**src/rtl/pdm_pkg.sv**
```systemverilog
// Shared types and constants for the PDM microphone front end.
package pdm_pkg;

    // Microphone channel: selects which pdm_clk_o edge a sample is taken on.
    typedef enum logic {
        LEFT  = 1'b0,
        RIGHT = 1'b1
    } pdm_channel_t;

    // States of the microphone bit-clock generator.
    typedef enum logic [1:0] {
        IDLE = 2'd0,
        LOW  = 2'd1,
        HIGH = 2'd2
    } pdm_clk_state_t;

    // Smallest usable half period in clk_i cycles; smaller divisors are raised to this.
    localparam int PDM_MIN_DIVISOR = 2;

endpackage

```
**src/rtl/pdm_clock_generator.sv**
```systemverilog
// PDM bit-clock generator: half-period counter, divisor latch and clock FSM.
//
// state | meaning
// ------+--------------------------------------------------------------
// IDLE  | clock stopped low, counter held at 0
// LOW   | low half period; disable returns to IDLE on the next cycle
// HIGH  | high half period; always runs to completion before leaving
//
// rise_o / fall_o pulse in the cycle after the terminal count of LOW / HIGH.
// pdm_clk_o is the state registered once more, so it toggles one cycle after
// the strobe; the top registers the strobe once, which lines valid_o up with
// the pdm_clk_o edge.
module pdm_clock_generator
    import pdm_pkg::*;
#(
    parameter int DIVISOR_WIDTH = 8
) (
    input  logic                     clk_i,
    input  logic                     rst_n_i,
    input  logic                     enable_i,
    input  logic [DIVISOR_WIDTH-1:0] divisor_i,
    output logic                     pdm_clk_o,
    output logic                     rise_o,
    output logic                     fall_o
);

    localparam logic [1:0] ST_IDLE = IDLE;
    localparam logic [1:0] ST_LOW  = LOW;
    localparam logic [1:0] ST_HIGH = HIGH;

    localparam logic [DIVISOR_WIDTH-1:0] MIN_DIV = DIVISOR_WIDTH'(PDM_MIN_DIVISOR);
    localparam logic [DIVISOR_WIDTH-1:0] ONE     = DIVISOR_WIDTH'(1);

    logic [1:0]               state_q;
    logic [DIVISOR_WIDTH-1:0] cnt_q;
    logic [DIVISOR_WIDTH-1:0] div_q;
    logic [DIVISOR_WIDTH-1:0] div_clamped;
    logic                     tc;

    assign div_clamped = (divisor_i < MIN_DIV) ? MIN_DIV : divisor_i;
    // div_q is never below 2, so div_q - 1 cannot underflow.
    assign tc          = (cnt_q == (div_q - ONE));

    // Clock state machine, half-period counter, divisor re-latch and edge strobes.
    always_ff @(posedge clk_i or negedge rst_n_i) begin
        if (!rst_n_i) begin
            state_q   <= ST_IDLE;
            cnt_q     <= '0;
            div_q     <= MIN_DIV;
            pdm_clk_o <= 1'b0;
            rise_o    <= 1'b0;
            fall_o    <= 1'b0;
        end else begin
            rise_o    <= 1'b0;
            fall_o    <= 1'b0;
            pdm_clk_o <= (state_q == ST_HIGH);
            case (state_q)
                ST_LOW: begin
                    if (!enable_i) begin
                        state_q <= ST_IDLE;
                        cnt_q   <= '0;
                    end else if (tc) begin
                        state_q <= ST_HIGH;
                        cnt_q   <= '0;
                        div_q   <= div_clamped;
                        rise_o  <= 1'b1;
                    end else begin
                        cnt_q <= cnt_q + ONE;
                    end
                end
                ST_HIGH: begin
                    if (tc) begin
                        state_q <= enable_i ? ST_LOW : ST_IDLE;
                        cnt_q   <= '0;
                        div_q   <= div_clamped;
                        fall_o  <= 1'b1;
                    end else begin
                        cnt_q <= cnt_q + ONE;
                    end
                end
                default: begin
                    cnt_q <= '0;
                    if (enable_i) begin
                        state_q <= ST_LOW;
                        div_q   <= div_clamped;
                    end else begin
                        state_q <= ST_IDLE;
                    end
                end
            endcase
        end
    end

endmodule

```
**src/rtl/pdm_microphone_interface.sv**
```systemverilog
// PDM microphone front end: bit-clock generation, data synchronizer and
// edge-selected capture with a one-cycle valid strobe.
// Optional feature macro: PDM_STEREO_EN (capture on both edges, adds channel_o).
module pdm_microphone_interface
    import pdm_pkg::*;
#(
    parameter int DIVISOR_WIDTH = 8,
    parameter int SYNC_STAGES   = 2
) (
    input  logic                     clk_i,
    input  logic                     rst_n_i,
    input  logic                     enable_i,
    input  logic [DIVISOR_WIDTH-1:0] divisor_i,
    input  logic                     channel_i,
    input  logic                     pdm_data_i,
    output logic                     pdm_clk_o,
    output logic                     pdm_o,
    output logic                     valid_o
`ifdef PDM_STEREO_EN
    ,
    output logic                     channel_o
`endif
);

    logic [SYNC_STAGES-1:0] sync_q;
    logic                   rise;
    logic                   fall;
    logic                   capture;

    pdm_clock_generator #(
        .DIVISOR_WIDTH(DIVISOR_WIDTH)
    ) u_clk_gen (
        .clk_i    (clk_i),
        .rst_n_i  (rst_n_i),
        .enable_i (enable_i),
        .divisor_i(divisor_i),
        .pdm_clk_o(pdm_clk_o),
        .rise_o   (rise),
        .fall_o   (fall)
    );

    // Metastability synchronizer for the asynchronous microphone data line.
    always_ff @(posedge clk_i or negedge rst_n_i) begin
        if (!rst_n_i) begin
            sync_q <= '0;
        end else begin
            sync_q <= {sync_q[SYNC_STAGES-2:0], pdm_data_i};
        end
    end

`ifdef PDM_STEREO_EN
    logic unused_channel_i;
    assign unused_channel_i = channel_i;
    assign capture          = rise | fall;

    // Tag each stereo sample with the edge it was taken on.
    always_ff @(posedge clk_i or negedge rst_n_i) begin
        if (!rst_n_i) begin
            channel_o <= 1'b0;
        end else if (capture) begin
            channel_o <= fall;
        end
    end
`else
    assign capture = (channel_i == RIGHT) ? fall : rise;
`endif

    // Capture register: pdm_o holds its value between strobes.
    always_ff @(posedge clk_i or negedge rst_n_i) begin
        if (!rst_n_i) begin
            pdm_o   <= 1'b0;
            valid_o <= 1'b0;
        end else begin
            valid_o <= capture;
            if (capture) begin
                pdm_o <= sync_q[SYNC_STAGES-1];
            end
        end
    end

endmodule
```
**config.mk**
```make
export PLATFORM = sky130hd
export DESIGN_NAME = pdm_microphone_interface
export DESIGN_NICKNAME = d
export VERILOG_FILES = /design/src/rtl/pdm_pkg.sv /design/src/rtl/pdm_clock_generator.sv /design/src/rtl/pdm_microphone_interface.sv
export SDC_FILE = /design/constraint.sdc
export NUM_CORES = 1
export LEC_CHECK = 0
export CORE_MARGIN = 2
export CORE_UTILIZATION = 45
export DETAILED_ROUTE_END_ITERATION = 10
export GPL_TIMING_DRIVEN = 0
export PLACE_DENSITY = 0.72
export SYNTH_ARGS = -nofsm -noshare
export SYNTH_HDL_FRONTEND = slang
export SYNTH_HIERARCHICAL = 1
export SYNTH_SLANG_ARGS = --single-unit
```
**constraint.sdc**
```tcl
create_clock -name clk_i -period 7.3 [get_ports clk_i]
set_input_delay 1.095 -clock clk_i [delete_from_list [all_inputs] [get_ports clk_i]]
set_output_delay 1.095 -clock clk_i [all_outputs]
set_load 0.03 [all_outputs]
```
==> reports/metrics.yaml, run 1 <==
die:
  pin_count: 16
  die_y_um: 59.2
  coreArea_um2: 2980
  die_w_um: 59.2
  fp-row-count: 20
  die-area_um2: 3500
  initial_utilization: 0.461
critical_path:
  crit_path_max_fanout: 8
  r2r_cells: 8
  end_kind: "register"
  crit_family: "simple AND/OR/NAND/NOR gates"
  worst_r2r_endpoint: "u_clk_gen/div_q[3]$_DFFE_PN0P_"
  critPathMaxStageDelay_ns: 0.58
  cp.arrival_ns: 2.95
  crit_cells: 8
  crit_type: "register to register"
  rrSetupSlack_ns: 4.57
  worst_ep_required_time_ns: 7.52
  path_cells: "inv_1 -> ha_1 -> nor4b_1 -> mux2i_1 -> o211ai_1 -> nand4_4 -> o2bb2ai_4 -> mux2_4"
  reg2reg_from: "u_clk_gen/div_q[0]$_DFFE_PN0P_"
  crit_path_top_delay_cell: "nor4b_1"
  critPathBufInv: 1
  cp-start-kind: "register"
cts:
  clock_path_buffers: 2
  root_buffer: "clkbuf_4"
  clock_sinks: 25
  clk_latency_ns: 0.32
  cts-hold-fix-buffers: 0
  htreeDepth: 1
  post_cts_buffers: 0
  clk_pin_slew_ns: 0.13
  cts_buffers: 3
  cts-resized-gates: 0
  tritoncts: "built"
placement:
  dp.cells: 168
  post-dp-hpwl_mm: 1.80
  gp_congestion: 0.743
  port-buffer-count: 15
global_routing:
  antenna_found_initial: 0
  grt_pass1_wl_mm: 4.23
  grt_usage: 0.161
  grt-ovfl-total: 0
  grt_max_degree: 26
  grt_pass1_vias: 925
power_and_ir_drop:
  ir_drop_uv: 87.1
  p_per_area_nw_per_um2: 215
  p_leak_nw: 0.698
  power_mw: 0.342
route:
  via_per_inst: 5.26
  route.detailed.drc: 0
  vias: 904
  ant_nets: 0
  drt-wirelength-per-cell_um: 14.1
  drtPass1Iterations: 4
  wirelength_mm: 2.42
  drt_iter0_markers: 23
hold_path:
  hp-class: "register to register"
  min_to: "sync_q[1]$_DFF_PN0_"
  hold_depth: 0
  hp-start: "sync_q[0]$_DFF_PN0_"
finish:
  areaGrowthSynthToFinish_pct: 16.0
  stdcell_count: 172
  utilization: 0.534
  nets: 157
  n_antenna_cell: 0
  drive_gt1_frac: 0.144
synth:
  synthArstFlopShare: 1.00
  synth_seq_cells: 25
  ys_types: 37
  ys_seq_area_frac: 0.457
  synth.avg_cell_area_um2: 11.4
  yosysWarnings: 6
  ys.flop_type: "dfrtp_1"
  syn-num-nets: 137
  syn_inst: 120
  syn-cell-area_um2: 1370
  synth_edf_count: 0
timing:
  worst_slew_margin_rel: 0.259
  tns_ns: 0
  tightest_slew_ns: 1.11
  fmax_ghz: 0.367
  timing.hold.ws_ns: 0.365
  setup_viol_count_final: 0
  fin_skew_ns: 0.00260
  rsz0062_at_grt: "false"
  slew_viol_final: 0
  finalCritPeriodShare: 0.373
  hold_viol: 0
  fin_crit_ns: 2.73
job:
  cap_violations: 0
outcome:
  status: "completed"
==> worst max path at each step <==
stage / startpoint / end
after CTS: u_clk_gen/div_q[0]$_DFFE_PN0P_ / u_clk_gen/div_q[3]$_DFFE_PN0P_
after global placement: u_clk_gen/div_q[0]$_DFFE_PN0P_ / u_clk_gen/div_q[2]$_DFFE_PN0P_
after detailed placement: u_clk_gen/div_q[0]$_DFFE_PN0P_ / u_clk_gen/div_q[3]$_DFFE_PN0P_
after floorplan: u_clk_gen/div_q[0]$_DFFE_PN0P_ / u_clk_gen/div_q[2]$_DFFE_PN0P_
after global routing: u_clk_gen/div_q[0]$_DFFE_PN0P_ / u_clk_gen/div_q[3]$_DFFE_PN0P_
final: u_clk_gen/div_q[0]$_DFFE_PN0P_ / u_clk_gen/div_q[3]$_DFFE_PN0P_
==> sequential cells by signal (all words and copies together), names as in the netlist <==
name	count
u_clk_gen/cnt_q	8
pdm_o	1
u_clk_gen/fall_o	1
u_clk_gen/rise_o	1
u_clk_gen/state_q	2
u_clk_gen/div_q	8
sync_q	2
valid_o	1
u_clk_gen/pdm_clk_o	1
==> cells in the final DEF, fill, tap and decap left out, types with 4 or more instances in the layout <==
cell type / count
nand3_1: 4
nand2_1: 8
clkdlybuf4s50_1: 15
nor2_1: 7
mux2i_1: 4
dfrtp_1: 24
xnor2_1: 11
and2_1: 6
xor2_1: 4
inv_1: 7
ha_1: 4
mux2_4: 8
==> worst register-to-register path, cell delays in order, from the launching register on <==
cell and delay (ns):
dfrtp_1 0.43, inv_1 0.10, ha_1 0.25, nor4b_1 0.58, mux2i_1 0.16, o211ai_1 0.30
nand4_4 0.22, o2bb2ai_4 0.26, mux2_4 0.33
==> cells by family (layout without fill, tap and decap cells) <==
logic type / after synthesis / in the layout / synth area share
and+or+nand+nor: 40 / 40 / 0.170
adders and majority gates: 4 / 4 / 0.0365
DFF: 25 / 25 / 0.457
AOI/OAI and AO/OA: 15 / 15 / 0.0967
muxes: 12 / 12 / 0.117
xor gates and xnor gates: 15 / 15 / 0.0958
buffers and inverters: 9 / 28 / 0.0274
==> cells in the mapped netlist (all sizes together), types with 2 or more instances <==
master,count,area share
dfrtp,24,0.44
xnor2,11,0.070
mux2,8,0.088
nand2,8,0.022
and2,7,0.033
inv,7,0.019
nor2,7,0.019
ha,4,0.036
mux2i,4,0.029
nand3,4,0.015
xor2,4,0.026
nor2b,3,0.014
o211ai,3,0.016
a21oi,2,0.0073
and3,2,0.010
nor3,2,0.0073
o21ai,2,0.0073
==> cell type report <==
class                   count  area (um^2)
plain buffers               2         11.3
well taps                  33         41.3
clock buffers               3         22.5
flip-flops and latches     25          627
inverters                   7         26.3
repair buffers             15          150
fillers                   272         1390
multi-input cells          86          707
clock inverters             1         5.00
==> per-stage QoR <==
step,instance area [um^2],worst slack (ns)
3_5_place_dp,1560,4.62
6_report,1590,4.57
2_1_floorplan,1370,4.98
4_1_cts,1590,4.59
3_3_place_gp,1560,4.71
5_1_grt,1590,4.45
==> per-layer routing <==
| metal | vias up | track usage | routed length (um) |
|---|---|---|---|
| met5 | - | 0 | 0 |
| met1 | 439 | 0.212 | 1120 |
| met4 | 0 | 0.0682 | 34 |
| met3 | 4 | 0.0197 | 37 |
| met2 | 10 | 0.267 | 1230 |
| li1 | 451 | - | - |
==> where the power goes <==
part / switching (mW) / internal [mW]
registers: 0.0183 / 0.155
clock network: 0.0413 / 0.0205
logic: 0.0502 / 0.0557
total: 0.110 / 0.232
No activity file was read; power rests on OpenSTA's default activity.
==> inputs of run 2 (changes only) <==
- clock period: 7.3 -> 2.65 ns (I/O delays scaled with it)
==> run 2 against run 1 <==
Effect of this change: sequential cell count is the same; first-iteration DRC count is 39% higher; total power grew to 2.8 times the previous value; critical path depth down 1; clock-buffer cell count unchanged; register-to-register slack got worse by 4.4 ns; fmax up 8.3%; sequential share of layout area fell by 0.15 points; clock skew grew 0.0035 ns; cell count stayed put; critical endpoint unchanged; largest cell class unchanged.
==> reports/metrics.yaml, run 2 (synthesis gave the netlist of run 1 again) <==
power_and_ir_drop:
  clkPwrFrac: 0.182  # about the same
  p_int_mw: 0.639  # +180%
  p_sw_frac: 0.325  # +0.00383
  ir_drop_uv: 240  # +180%
  power_mw: 0.948  # +180%
  p_per_area_nw_per_um2: 594  # +180%
  p_seq_frac: 0.508  # about the same
  p_leak_nw: 0.699  # +0.12%
  comb_power_share: 0.310  # about the same
  p_sw_mw: 0.308  # +180%
die:
  die-area_um2: 3500  # unchanged
  pin_count: 16  # unchanged
  coreArea_um2: 2980  # unchanged
  initial_utilization: 0.461  # unchanged
  fp-row-count: 20  # unchanged
  die_y_um: 59.2  # unchanged
  die_w_um: 59.2  # unchanged
cts:
  cts_buffers: 3  # unchanged
  clk_latency_ns: 0.32  # about the same
  tritoncts: "built"
  clk_pin_slew_ns: 0.14  # about the same
  htreeDepth: 1  # unchanged
  clock_sinks: 25  # unchanged
  post_cts_buffers: 0  # unchanged
  root_buffer: "clkbuf_4"
  clock_path_buffers: 2  # unchanged
finish:
  drive_gt1_frac: 0.151  # +0.00719
  top_regs: "u_clk_gen/cnt_q: 8 flops, u_clk_gen/div_q: 8 flops"
  mostFrequentLayoutCell: "dfrtp_1"
  most-common-layout-cells: "24 x dfrtp_1, 15 x clkdlybuf4s50_1, 11 x xnor2_1"
  areaGrowthSynthToFinish_pct: 16.4
  utilization: 0.536  # +0.00210
  nets: 157  # unchanged
  n_antenna_cell: 0  # unchanged
critical_path:
  path_cells: "inv_1 -> ha_1 -> or4b_1 -> a311oi_2 -> nand4_4 -> o2bb2ai_4 -> mux2_4"
  crit_family: "simple AND/OR/NAND/NOR gates"
  critPathBufInv: 1  # unchanged
  r2r_cells: 7  # -1
  crit_path_max_fanout: 8  # unchanged
  end_kind: "register"
  cp.arrival_ns: 2.74  # -0.21 ns
  crit_type: "register to register"
  crit_path_top_delay_cell: "or4b_1"
  critPathMaxStageDelay_ns: 0.48  # -0.10 ns
  crit_cells: 7  # -1
  cp-start-kind: "register"
  worst_ep_required_time_ns: 2.87  # -4.65 ns
hold_path:
  hp-class: "register to register"
  hold_depth: 0  # unchanged
placement:
  post-dp-hpwl_mm: 1.80  # unchanged
  port-buffer-count: 15  # unchanged
  gp_congestion: 0.743  # unchanged
route:
  route.detailed.drc: 0  # unchanged
  drtPass1Iterations: 4  # unchanged
  ant_nets: 0  # unchanged
  drt-wirelength-per-cell_um: 14.2  # +0.99%
  vias: 896  # -0.88%
  via_per_inst: 5.21  # -0.88%
  wirelength_mm: 2.44  # +0.99%
  drt_iter0_markers: 32  # +39%
timing:
  slew_viol_final: 0  # unchanged
  hold_viol: 0  # unchanged
  rsz0062_at_grt: "false"
  fmax_ghz: 0.397  # +8.3%
  finalCritPeriodShare: 0.950  # +0.577
  setup_viol_count_final: 0  # unchanged
  tightest_slew_ns: 1.11  # -0.00149 ns
  worst_slew_margin_rel: 0.260  # +0.000996
  fin_skew_ns: 0.00609  # +0.00349 ns
  fin_crit_ns: 2.52  # -0.208 ns
job:
  cap_violations: 0  # unchanged
global_routing:
  grt_usage: 0.163  # +0.00183
  grt_pass1_wl_mm: 4.26  # +0.83%
  grt-ovfl-total: 0  # unchanged
  antenna_found_initial: 0  # unchanged
  grt_pass1_vias: 931  # +0.65%
  grt_max_degree: 26  # unchanged
outcome:
  status: "completed"
[run 2: changes by cell type in the layout (fill, tap and decap cells not counted)]
| cell | delta |
|---|---|
| nor4b_1 | -1 |
| nor4b_2 | +1 |
[run 2: power groups by stage]
stage	logic (mW)	clock network (mW)	registers (mW)
final	0.293	0.173	0.481
after global routing	0.327	0.200	0.487
after CTS	0.295	0.180	0.481
after detailed placement	0.289	0	0.486
after global placement	0.277	0	0.484
after floorplan	0.221	0	0.477
[run 2: path summary, 6_finish.rpt]
| check | start | endpoint | slack, ns |
|---|---|---|---|
| worst min-delay path | sync_q[0]$_DFF_PN0_ | sync_q[1]$_DFF_PN0_ | 0.37 |
| worst max register to register | u_clk_gen/div_q[0]$_DFFE_PN0P_ | u_clk_gen/div_q[3]$_DFFE_PN0P_ | 0.13 |
| max in group asynchronous | rst_n_i | u_clk_gen/div_q[5]$_DFFE_PN0P_ | 1.34 |
| min in group asynchronous | rst_n_i | u_clk_gen/div_q[0]$_DFFE_PN0P_ | 0.65 |
| worst min register to register | sync_q[0]$_DFF_PN0_ | sync_q[1]$_DFF_PN0_ | 0.37 |
| worst max-delay path | u_clk_gen/div_q[0]$_DFFE_PN0P_ | u_clk_gen/div_q[3]$_DFFE_PN0P_ | 0.13 |
[run 2: area by class of cell]
type / instances / area [um^2]
fill: 274 / 1380
multi-input combinational: 86 / 713
sequential: 25 / 627
timing repair buffer: 15 / 150
tap: 33 / 41.3
inverter: 7 / 26.3
clock buffer: 3 / 22.5
buffer: 2 / 11.3
clock inverter: 1 / 5.00
[run 2: worst register-to-register path, stage by stage (launching register included)]
cell	delay [ns]
dfrtp_1	0.43
inv_1	0.10
ha_1	0.25
or4b_1	0.48
a311oi_2	0.33
nand4_4	0.24
o2bb2ai_4	0.26
mux2_4	0.33
[run 2: what timing repair did]
item | 4_1_cts | 5_1_grt
resized for setup | 1 | 0
setup endpoints to repair | 6 | 0
hold buffers | 0 | 0
[run 2: stage by stage]
step | setup TNS [ns] | instance area (um^2) | setup WS, ns | cells | hold WS [ns]
2_1_floorplan | 0 | 1370 | 0.327 | 120 | 0.102
3_3_place_gp | 0 | 1560 | 0.0600 | 168 | 0.333
3_5_place_dp | -0.167 | 1560 | -0.0333 | 168 | 0.338
4_1_cts | 0 | 1600 | 0.147 | 172 | 0.369
5_1_grt | 0 | 1600 | 0.0416 | 172 | 0.381
6_report | 0 | 1600 | 0.132 | 172 | 0.366
[run 2: per-layer routing]
metal	global-route usage	part of all wire
met4	0.0682	0.012
met5	0	0
met1	0.215	0.47
met3	0.0197	0.017
met2	0.270	0.50
